--- src/rtl/display_pkg.sv ---
// Shared constants, blink encoding and digit helpers for the 4-digit display path.
package display_pkg;

  localparam int unsigned NUM_DIGITS = 4;
  localparam int unsigned BCD_W      = 4;
  localparam int unsigned SEL_W      = 2;
  localparam int unsigned DIGITS_W   = NUM_DIGITS * BCD_W;

  localparam logic [SEL_W-1:0] DIGIT_LEFT  = 2'd0;
  localparam logic [SEL_W-1:0] DIGIT_RIGHT = 2'd3;

  typedef enum logic {
    BLINK_ON  = 1'b0,
    BLINK_OFF = 1'b1
  } blink_phase_t;

  // Digit 0 sits in the top nibble; digit 3 in the bottom nibble.
  function automatic logic [BCD_W-1:0] digit_nibble(input logic [DIGITS_W-1:0] d,
                                                    input logic [SEL_W-1:0]    sel);
    logic [BCD_W-1:0] n;
    case (sel)
      2'd0:    n = d[3*BCD_W +: BCD_W];
      2'd1:    n = d[2*BCD_W +: BCD_W];
      2'd2:    n = d[1*BCD_W +: BCD_W];
      default: n = d[0 +: BCD_W];
    endcase
    return n;
  endfunction

endpackage

--- src/rtl/tick_divider.sv ---
// Generic prescaler: tick is high for one cycle out of every DIV cycles.
module tick_divider #(
  parameter int unsigned DIV = 250000
) (
  input  logic clk,
  input  logic rst,
  output logic tick
);

  localparam int unsigned CNT_W = (DIV > 1) ? $clog2(DIV) : 1;

  logic [CNT_W-1:0] count;

  assign tick = (count == CNT_W'(DIV - 1));

  always_ff @(posedge clk) begin
    if (rst) begin
      count <= '0;
    end else if (tick) begin
      count <= '0;
    end else begin
      count <= count + CNT_W'(1);
    end
  end

endmodule

--- src/rtl/display_scan_mux.sv ---
// Scans four BCD digits onto the shared decoder with per-frame snapshot,
// per-digit blink, whole-display blanking and active-low decimal points.
module display_scan_mux
  import display_pkg::*;
#(
  parameter int unsigned REFRESH_DIV  = 250000,
  parameter int unsigned BLINK_FRAMES = 25
) (
  input  logic                  clk,
  input  logic                  rst,
  input  logic [DIGITS_W-1:0]   digits_in,
  input  logic [NUM_DIGITS-1:0] blink_mask,
  input  logic [NUM_DIGITS-1:0] dp_mask,
  input  logic                  blank,
  output logic                  en,
  output logic [SEL_W-1:0]      en_2,
  output logic [BCD_W-1:0]      num,
  output logic                  dp,
  output logic                  frame_start
);

  localparam int unsigned FRAME_W = (BLINK_FRAMES > 1) ? $clog2(BLINK_FRAMES) : 1;

  logic                tick;
  logic                wrap;
  logic [SEL_W-1:0]    en_2_next;
  logic [BCD_W-1:0]    num_next;
  logic [DIGITS_W-1:0] snapshot, snapshot_next;
  logic [FRAME_W-1:0]  frame_cnt, frame_cnt_next;
  blink_phase_t        phase, phase_next;
  logic                en_next;
  logic                dp_next;

  tick_divider #(.DIV(REFRESH_DIV)) u_refresh_div (
    .clk  (clk),
    .rst  (rst),
    .tick (tick)
  );

  // Next-state for scan position, snapshot, blink phase and output pins.
  always_comb begin
    en_2_next      = en_2;
    num_next       = num;
    snapshot_next  = snapshot;
    frame_cnt_next = frame_cnt;
    phase_next     = phase;
    wrap           = tick && (en_2 == DIGIT_RIGHT);

    if (tick) begin
      en_2_next = en_2 + SEL_W'(1);
      num_next  = digit_nibble(snapshot, en_2_next);
    end

    // Frame boundary: fresh snapshot, digit 0 bypasses it, blink bookkeeping.
    if (wrap) begin
      snapshot_next = digits_in;
      num_next      = digit_nibble(digits_in, DIGIT_LEFT);
      if (frame_cnt == FRAME_W'(BLINK_FRAMES - 1)) begin
        frame_cnt_next = '0;
        phase_next     = (phase == BLINK_ON) ? BLINK_OFF : BLINK_ON;
      end else begin
        frame_cnt_next = frame_cnt + FRAME_W'(1);
      end
    end

    en_next = ~blank & ~(blink_mask[DIGIT_RIGHT - en_2_next] & (phase_next == BLINK_OFF));
    dp_next = ~(en_next & dp_mask[DIGIT_RIGHT - en_2_next]);
  end

  always_ff @(posedge clk) begin
    if (rst) begin
      en_2        <= DIGIT_LEFT;
      num         <= digit_nibble(digits_in, DIGIT_LEFT);
      snapshot    <= '0;
      frame_cnt   <= '0;
      phase       <= BLINK_ON;
      en          <= 1'b0;
      dp          <= 1'b1;
      frame_start <= 1'b0;
    end else begin
      en_2        <= en_2_next;
      num         <= num_next;
      snapshot    <= snapshot_next;
      frame_cnt   <= frame_cnt_next;
      phase       <= phase_next;
      en          <= en_next;
      dp          <= dp_next;
      frame_start <= wrap;
    end
  end

endmodule

--- config.mk ---
export PLATFORM = sky130hd
export DESIGN_NAME = display_scan_mux
export DESIGN_NICKNAME = d
export VERILOG_FILES = /design/src/rtl/display_pkg.sv /design/src/rtl/tick_divider.sv /design/src/rtl/display_scan_mux.sv
export SDC_FILE = /design/constraint.sdc
export NUM_CORES = 1
export LEC_CHECK = 0
export ABC_AREA = 0
export BUFFER_PORTS_ARGS = -buffer_cell sky130_fd_sc_hd__buf_2
export CORE_MARGIN = 4
export CORE_UTILIZATION = 60
export DETAILED_ROUTE_END_ITERATION = 7
export PLACE_DENSITY = 0.84
export SETUP_SLACK_MARGIN = 0.2
export SLEW_MARGIN = 25
export SYNTH_ARGS = -nofsm -noshare
export SYNTH_HDL_FRONTEND = slang
export SYNTH_SLANG_ARGS = --single-unit
--- constraint.sdc ---
create_clock -name clk -period 5.81 [get_ports clk]
set_clock_uncertainty 0.15 [all_clocks]
set_input_delay 0.581 -clock clk [delete_from_list [all_inputs] [get_ports clk]]
set_output_delay 0.581 -clock clk [all_outputs]
set_load 0.05 [all_outputs]
## Word-level counts from Yosys, hierarchy flattened

Cells that the tools add are included.

- $add $sub $neg: 4
- Order comparisons: 1
- Equality and inequality tests: 5
- Multiplexer cells: 13
- Bitwise logic cells: 6
- Reductions and logical operators: 4

Operators by type and width:

| kind | count |
|---|---|
| 18-bit by 1-bit adder with 18-bit output (second input constant) | 1 |
| 18-bit equality test (second input constant) | 1 |
| 4-bit two-way mux | 3 |
| 4-bit case mux with 3 select lines | 1 |
| 5-bit by 1-bit adder with 5-bit output (second input constant) | 1 |
| 5-bit equality test (second input constant) | 1 |
| 1-bit two-way mux | 5 |
| 5-bit two-way mux | 1 |
| 1-bit binary-select mux with 2-bit select | 2 |
| 2-bit equality test (second input constant) | 2 |
| 1-bit bitwise AND | 3 |
| 2-bit by 3-bit < comparator with 1-bit output (second input constant) | 1 |
| 1-bit NOT | 3 |
| 3-bit nonzero test | 1 |
| 2-bit by 1-bit adder with 2-bit output (second input constant) | 1 |
| 2-bit by 1-bit equality test with 1-bit output (second input constant) | 1 |
| 2-bit logical NOT | 1 |
| 2-bit two-way mux | 1 |
| 2-bit OR reduction | 1 |
| 2-bit subtractor (first input constant) | 1 |
| 1-bit logical AND | 1 |

- Bits in registers: 49
- Logic and storage cells: 42

## Longest topological paths before layout

Gate-level depths: netlist of the first run.

- Depth in word-level cells: 10
- Mapped depth: 9

## Hierarchy

From an unflattened synthesis of the first run, not the netlist that was laid out.

- Cell total of the unflattened synthesis: 254
- Area total of the unflattened synthesis: 2224.6 µm²

By module, submodules not included:

| module | times used | cells an instance | area each (µm²) |
|---|---|---|---|
| display_scan_mux | 1 | 160 | 1398.8 |
| tick_divider | 1 | 94 | 825.8 |

## Worst setup path before layout of the first run

No wires, ideal clock.

- Path kind: register -> register
- Start point: register en_2[0]
- End point: register dp
- Setup time: 0.120 ns
- Arrival: 2.231 ns
- Data required time: 5.540 ns
- Slack: 3.309 ns
- Cell stages (with the launch flop): 7
- Clock period less this slack: 2.501 ns
- Cell sequence: dfxtp_1 clkbuf_1 inv_1 ha_1 mux4_2 a211o_1 o31a_1

- Word-level cells in the longest chain between the ends: 10
- Elaborated cells between the ends (all ways): 15

RTL lines:

| what | line | source |
|---|---|---|
| start: declaration | display_scan_mux.sv:16 | `output logic [SEL_W-1:0] en_2,` |
| start signal: assignment | display_scan_mux.sv:81 | `en_2 <= en_2_next;` |
| 2-bit by 1-bit adder with 2-bit output | display_scan_mux.sv:50 | `en_2_next = en_2 + SEL_W'(1);` |
| 2-bit two-way mux | display_scan_mux.sv:49 | `if (tick) begin` |
| 2-bit subtractor | display_scan_mux.sv:66, display_scan_mux.sv:67 |  |
| 1-bit binary-select mux with 2-bit select | display_scan_mux.sv:66 | `en_next = ~blank & ~(blink_mask[DIGIT_RIGHT - en_2_next] & (phase_next == BLINK_OFF));` |
| 1-bit two-way mux (implied by the code) | display_scan_mux.sv:66 |  |
| 1-bit bitwise AND | display_scan_mux.sv:66 |  |
| 1-bit NOT | display_scan_mux.sv:66 |  |
| 1-bit bitwise AND | display_scan_mux.sv:66 |  |
| 1-bit bitwise AND (*) | display_scan_mux.sv:67 | `dp_next = ~(en_next & dp_mask[DIGIT_RIGHT - en_2_next]);` |
| 1-bit NOT (*) | display_scan_mux.sv:67 |  |
| end signal: assignment | display_scan_mux.sv:87 | `dp <= dp_next;` |
| end: declaration | display_scan_mux.sv:18 | `output logic dp,` |

Mark *: on every way between the ends. The rest lies on a longest branch, timed or not. The select of a mux whose other input is x is not followed.
A chain may end at the register's enable or synchronous reset.

## Worst setup path after layout of the first run

Same ends and word-level chain as after synthesis.

==> flow_summary.toml, run 1 <==
[final_layout]
fillers = 275
num_antenna_cells = 0
area_delta_synth_final_pct = 14.9
instances_no_fill = 315
fin_nets = 301
post_route_cells_drive_above_1_share_pct = 21.3

[logic_synthesis]
synth_simple_gate_area_share_pct = 20.0
syn_inst = 232
synth_xor_area_share_pct = 6.96
ys_types = 37
async_flop_share_pct = 0
synth_compound_area_share_pct = 6.68
synth-adder-area-share_pct = 4.42
syn-cell-area_sq_mm = 0.00227
synth_top_family_by_area = "simple AND/OR/NAND/NOR gates"
synth-seq-cells = 49
ys.flop_type = "dfxtp_1"
yosysSeqAreaShare_pct = 45.1
synth_edf_count = 4
syn_nets = 267
syn-mean-instance-area_sq_um = 9.77
synthMuxAreaShare_pct = 14.0
ys.warnings.count = 0

[floorplan]
ios = 36
fp.dieH_um = 69.5
row_count = 22
start_util_pct = 61.9
coreArea_sq_mm = 0.00366
die_w_um = 69.5
dieArea_sq_mm = 0.00482

[timing]
post-route-period-util_pct = 39.4
relSlewSlack_pct = 51.6
drv_slew = 0
rsz0062_at_grt = "false"
hold_slack_ns = 0.321
worstMarginPinSlew_ns = 0.726
fmax_mhz = 437
setup_tns_ns = 0
finalHoldViolations = 0
period_needed_ns = 2.29
setup_violations = 0

[clock_tree]
cts_buffers = 5
cts_hold_buf = 0
cts.sinks = 49
ctsLongestPathBuffers = 2
path_clk_slew_ns = 0.08
cts_setup_buffers = 0
cts_root_buffer = "clkbuf_8"
htreeDepth = 2
clk-insertion-delay-late_ns = 0.31
cts.repair.resized = 0
cts_tree = "done"

[drt]
post-route-drc-count = 0
dr.pass1.iters = 5
viasPerCell = 5.48
wl_per_cell_um = 14.2
postRouteAntennaNets = 0
drt_wl_total_mm = 4.47
num_vias = 1725
dr.first_iter.drc_count = 114

[critical_path]
cp-start-kind = "flop"
end_kind = "flop"
critPathMaxStageDelay_ns = 0.62
crit_family = "flip-flops"
crit_path_max_fanout = 10
critical_path_required_ns = 5.85
critPathKind = "flop to flop"
path_buf_inv = 1
worstPathCellList = "inv_1, ha_1, mux4_2, a211o_1, o31a_1"
slowest_stage = "dfxtp_1"
r2r-start = "en_2[0]"
startpoint = "en_2[0]"
cp.arrival_ns = 2.33

[run]
max-cap-violations = 0

[pwr]
totalPowerFinal_uw = 664
leakage_uw = 0.00116
p_switching_uw = 135
p_int_uw = 529
power_frac_seq_pct = 52.2
p_sw_share_pct = 20.3
power_density_mw_per_mm2 = 255
ir_worst_vdd_v = 0.000187
p_clk_share_pct = 42.5
p_comb_share_pct = 5.3

[hold_path]
hold_class = "flop to flop"
hp-start = "u_refresh_div.count[0]"

[global_routing]
grtUsageTotal_pct = 19.4
grt_max_degree = 32
grt_antenna_before_repair = 0
grt_pass1_wl_mm = 7.60
grt_pass1_vias = 1717
grt-ovfl-total = 0

[placement]
place_congestion = 0.788
place_inst = 307
hpwl_mm = 3.13
portBuffers = 35

[outcome]
status = "finished, final reports clean"
[worst paths after layout]
check                           end  slack, ns  cells after the start
min          u_refresh_div.count[0]       0.32                      1
max                              dp       3.52                      5
min reg2reg  u_refresh_div.count[0]       0.32                      1
max reg2reg                      dp       3.52                      5
[layout make-up]
class	count	area [sq um]	area share (%)
multi-input cells	167	1180	45.3
clock inverters	3	65.1	2.50
well taps	48	60.1	2.31
repair buffers	36	183	7.02
inverters	7	26.3	1.01
flip-flops and latches	49	1020	39.2
clock buffers	5	68.8	2.64
[state kept, by name (all words and copies together) (netlist names)]
name / count
frame_start: 1
en: 1
u_refresh_div.count: 18
frame_cnt: 5
phase: 1
num: 4
snapshot: 16
dp: 1
en_2: 2
[power groups by stage]
stage	logic [uW]	registers [uW]	clock network [uW]
after detailed placement	35.5	354	0
after global placement	34.4	354	0
after CTS	35.7	347	288
after floorplan	13.4	362	0
after global routing	38.3	347	302
final	35.4	347	282
[cells by family after synthesis]
group / Yosys count
AO/OA/AOI/OAI: 23
XOR/XNOR: 18
adder cells (fa/ha/maj): 8
buffers and inverters: 16
flip-flops: 49
multiplexers: 26
AND/OR/NAND/NOR: 92
[synthesized netlist by cell type (all sizes together) (5+ instances only)]
library cell / instances / area, sq um
a21oi: 5 / 25.0
buf: 5 / 25.0
dfxtp: 45 / 901
ha: 8 / 100
inv: 7 / 26.3
mux2: 5 / 56.3
mux2i: 17 / 170
nand2: 17 / 71.3
nand3: 12 / 60.1
nor2: 43 / 161
o21ai: 8 / 40.0
xnor2: 6 / 52.6
xor2: 12 / 105
[per-layer routing]
metal / track usage (%) / routed length [um] / vias to the layer above
met5: 0 / 0 / -
met1: 24.1 / 1980 / 803
met3: 5.80 / 235 / 9
met2: 31.9 / 2170 / 40
li1: - / - / 873
met4: 6.94 / 80 / 0
[cells in the final DEF, fill, tap and decap left out, types with 2 or more instances in the layout]
cell and instances:
xnor2_1 6, nand2_1 16, mux2_2 4, inv_1 7
nand3_1 12, clkbuf_8 5, a222oi_1 4, o21ai_0 8
edfxtp_1 4, nor4b_2 2, buf_2 35, mux4_2 4
nor2_1 43, mux2i_1 17, and4_1 3, xor2_1 12
or3_1 2, and3_1 2, bufinv_16 2, dfxtp_1 45
a21oi_1 5, ha_1 8, nand4_1 3, a31oi_1 2
[stage by stage]
| step | worst slack (ns) | area [sq um] | utilization [%] |
|---|---|---|---|
| 2_1_floorplan | 3.31 | 2270 | - |
| 3_3_place_gp | 3.58 | 2470 | 67.4 |
| 3_5_place_dp | 3.52 | 2470 | 67.4 |
| 4_1_cts | 3.50 | 2600 | 71.1 |
| 5_1_grt | 3.38 | 2600 | 71.1 |
| 6_report | 3.52 | 2600 | 71.1 |
Power figures use the tool's default switching activity.
==> inputs of run 2 (changes only) <==
--- a/config.mk
+++ b/config.mk
@@ -8,9 +8,9 @@
 export ABC_AREA = 0
 export BUFFER_PORTS_ARGS = -buffer_cell sky130_fd_sc_hd__buf_2
 export CORE_MARGIN = 4
-export CORE_UTILIZATION = 60
+export CORE_UTILIZATION = 50
 export DETAILED_ROUTE_END_ITERATION = 7
-export PLACE_DENSITY = 0.84
+export PLACE_DENSITY = 0.75
 export SETUP_SLACK_MARGIN = 0.2
 export SLEW_MARGIN = 25
 export SYNTH_ARGS = -nofsm -noshare
==> constraint.sdc (replaced) <==
create_clock -name clk -period 2.1 [get_ports clk]
set_clock_uncertainty 0.15 [all_clocks]
set_input_delay 0.21 -clock clk [delete_from_list [all_inputs] [get_ports clk]]
set_output_delay 0.21 -clock clk [all_outputs]
set_load 0.05 [all_outputs]
==> run 2 against run 1 <==
  * First-iteration DRC count down 5.3%
  * Utilization down 4.5 points
  * Cell area up 12%
  * Non-clock buffer count up 25
  * Via count up 6.3%
  * Critical path type unchanged
  * Largest power group unchanged
==> flow_summary.toml, run 2 (synthesis results as in run 1) <==
[outcome]
status = "finished, final reports clean"

[drt]
num_vias = 1833
dr.pass1.iters = 6
wl_per_cell_um = 13.9
dr.first_iter.drc_count = 108
drt_wl_total_mm = 4.78
post-route-drc-count = 0
viasPerCell = 5.34
postRouteAntennaNets = 0

[final_layout]
post_route_cells_drive_above_1_share_pct = 31.3
largest_register_ffs = 18
regMostFlops = "u_refresh_div.count"
layout_common_cells = "nor2_1 (43), dfxtp_1 (35), buf_2 (35)"
fin_nets = 326
layout_commonest_cell = "nor2_1"
fin_util_pct = 66.6
num_antenna_cells = 0
top_regs = "u_refresh_div.count x18, snapshot x16, frame_cnt x5"
area_delta_synth_final_pct = 28.9

[floorplan]
ios = 36
start_util_pct = 51.7
die_w_um = 75.3
fp.dieH_um = 75.3
row_count = 24
dieArea_sq_mm = 0.00567
coreArea_sq_mm = 0.00438

[critical_path]
slowest_stage = "dfxtp_4"
critPathMaxStageDelay_ns = 0.37
startpoint = "u_refresh_div.count[0]"
critPathKind = "flop to flop"
worstReg2RegEnd = "num[3]"
critical_path_required_ns = 2.01
crit_family = "flip-flops"
path_depth = 5
crit_path_max_fanout = 4
r2r_slack_ns = 0.25
crit_end = "num[3]"
cp-start-kind = "flop"
end_kind = "flop"
cp.arrival_ns = 1.76
worstPathCellList = "ha_4, nand3_1, and2b_2, a31oi_4, mux2_2"
path_buf_inv = 0
r2r-start = "u_refresh_div.count[0]"
r2r_cells = 5

[hold_path]
hp-start = "digits_in[8]"
hold_class = "input port to flop"

[global_routing]
grt_max_degree = 32
grt_antenna_before_repair = 0
grtUsageTotal_pct = 18.4
grt_pass1_vias = 1709
grt_pass1_wl_mm = 7.91
grt-ovfl-total = 0

[timing]
period_needed_ns = 1.85
setup_violations = 0
setup_tns_ns = 0
post-route-period-util_pct = 87.9
finalHoldViolations = 0
fmax_mhz = 542
relSlewSlack_pct = 60.4
worstMarginPinSlew_ns = 0.594
drv_slew = 0
rsz0062_at_grt = "true"

[clock_tree]
clk-insertion-delay-late_ns = 0.30
cts_buffers = 5
path_clk_slew_ns = 0.09
ctsLongestPathBuffers = 2
htreeDepth = 2
cts.sinks = 49
cts_root_buffer = "clkbuf_8"
cts_tree = "done"

[run]
max-cap-violations = 0

[placement]
place_congestion = 0.822
hpwl_mm = 3.23
portBuffers = 35

[pwr]
power_density_mw_per_mm2 = 561
ir_worst_vdd_v = 0.000433
leakage_uw = 0.00127
-- run 2: changes by cell type in the layout (fill, tap and decap cells not counted), sizes merged --
cell,change
buf,+14
bufinv,-2
clkbuf,+1
clkinv,-1
clkinvlp,+1
dlygate4sd3,+11
-- run 2: routing by layer --
layer	global-route usage, %	wire [um]
met5	0	0
met3	4.49	278
met1	25.1	2160
met2	29.1	2290
met4	5.24	54
-- run 2: cell type report --
cell class / count / area [sq um]
inverter: 7 / 28.8
sequential: 49 / 1050
fill: 341 / 1460
multi-input combinational: 167 / 1260
clock buffer: 6 / 82.6
timing repair buffer: 61 / 427
clock inverter: 1 / 7.51
tap: 52 / 65.1
-- run 2: worst min path at each step --
stage / end / slack, ns / depth (start not counted)
after floorplan: snapshot[0] / 0.20 / 2
after global placement: snapshot[1] / 0.29 / 3
after detailed placement: snapshot[1] / 0.30 / 3
after CTS: snapshot[8] / 0.005 / 3
after global routing: snapshot[8] / 0.02 / 3
final: snapshot[8] / 0.01 / 3
-- run 2: worst min-delay path: stages --
cell and delay [ns]:
buf_2 0.08, mux2i_1 0.06, nor2_1 0.07
-- run 2: repair_timing --
action,CTS,global route
gates resized for setup,3,24
pin swaps,2,8
buffers inserted,0,7
hold buffers,11,0
setup endpoints to repair,8,28
endpoints found under the hold margin,11,0
-- run 2: power breakdown --
part	internal, uW	switching (uW)	leakage [uW]
combinational	59.0	63.5	0.000820
sequential	947	9.15	0.000410
clock	261	299	0.0000433
-- run 2: metrics by stage --
stage               power [uW]  setup WS, ns  hold WS [ns]  cells  area, sq um
CTS                       1660         0.198       0.00461    336         2800
global placement          1080         0.212         0.290    318         2590
floorplan                 1040         0.104         0.204    232         2320
detailed placement        1080         0.183         0.299    318         2590
global route              1710         0.180        0.0153    343         2920
finish                    1640         0.253       0.00995    343         2920
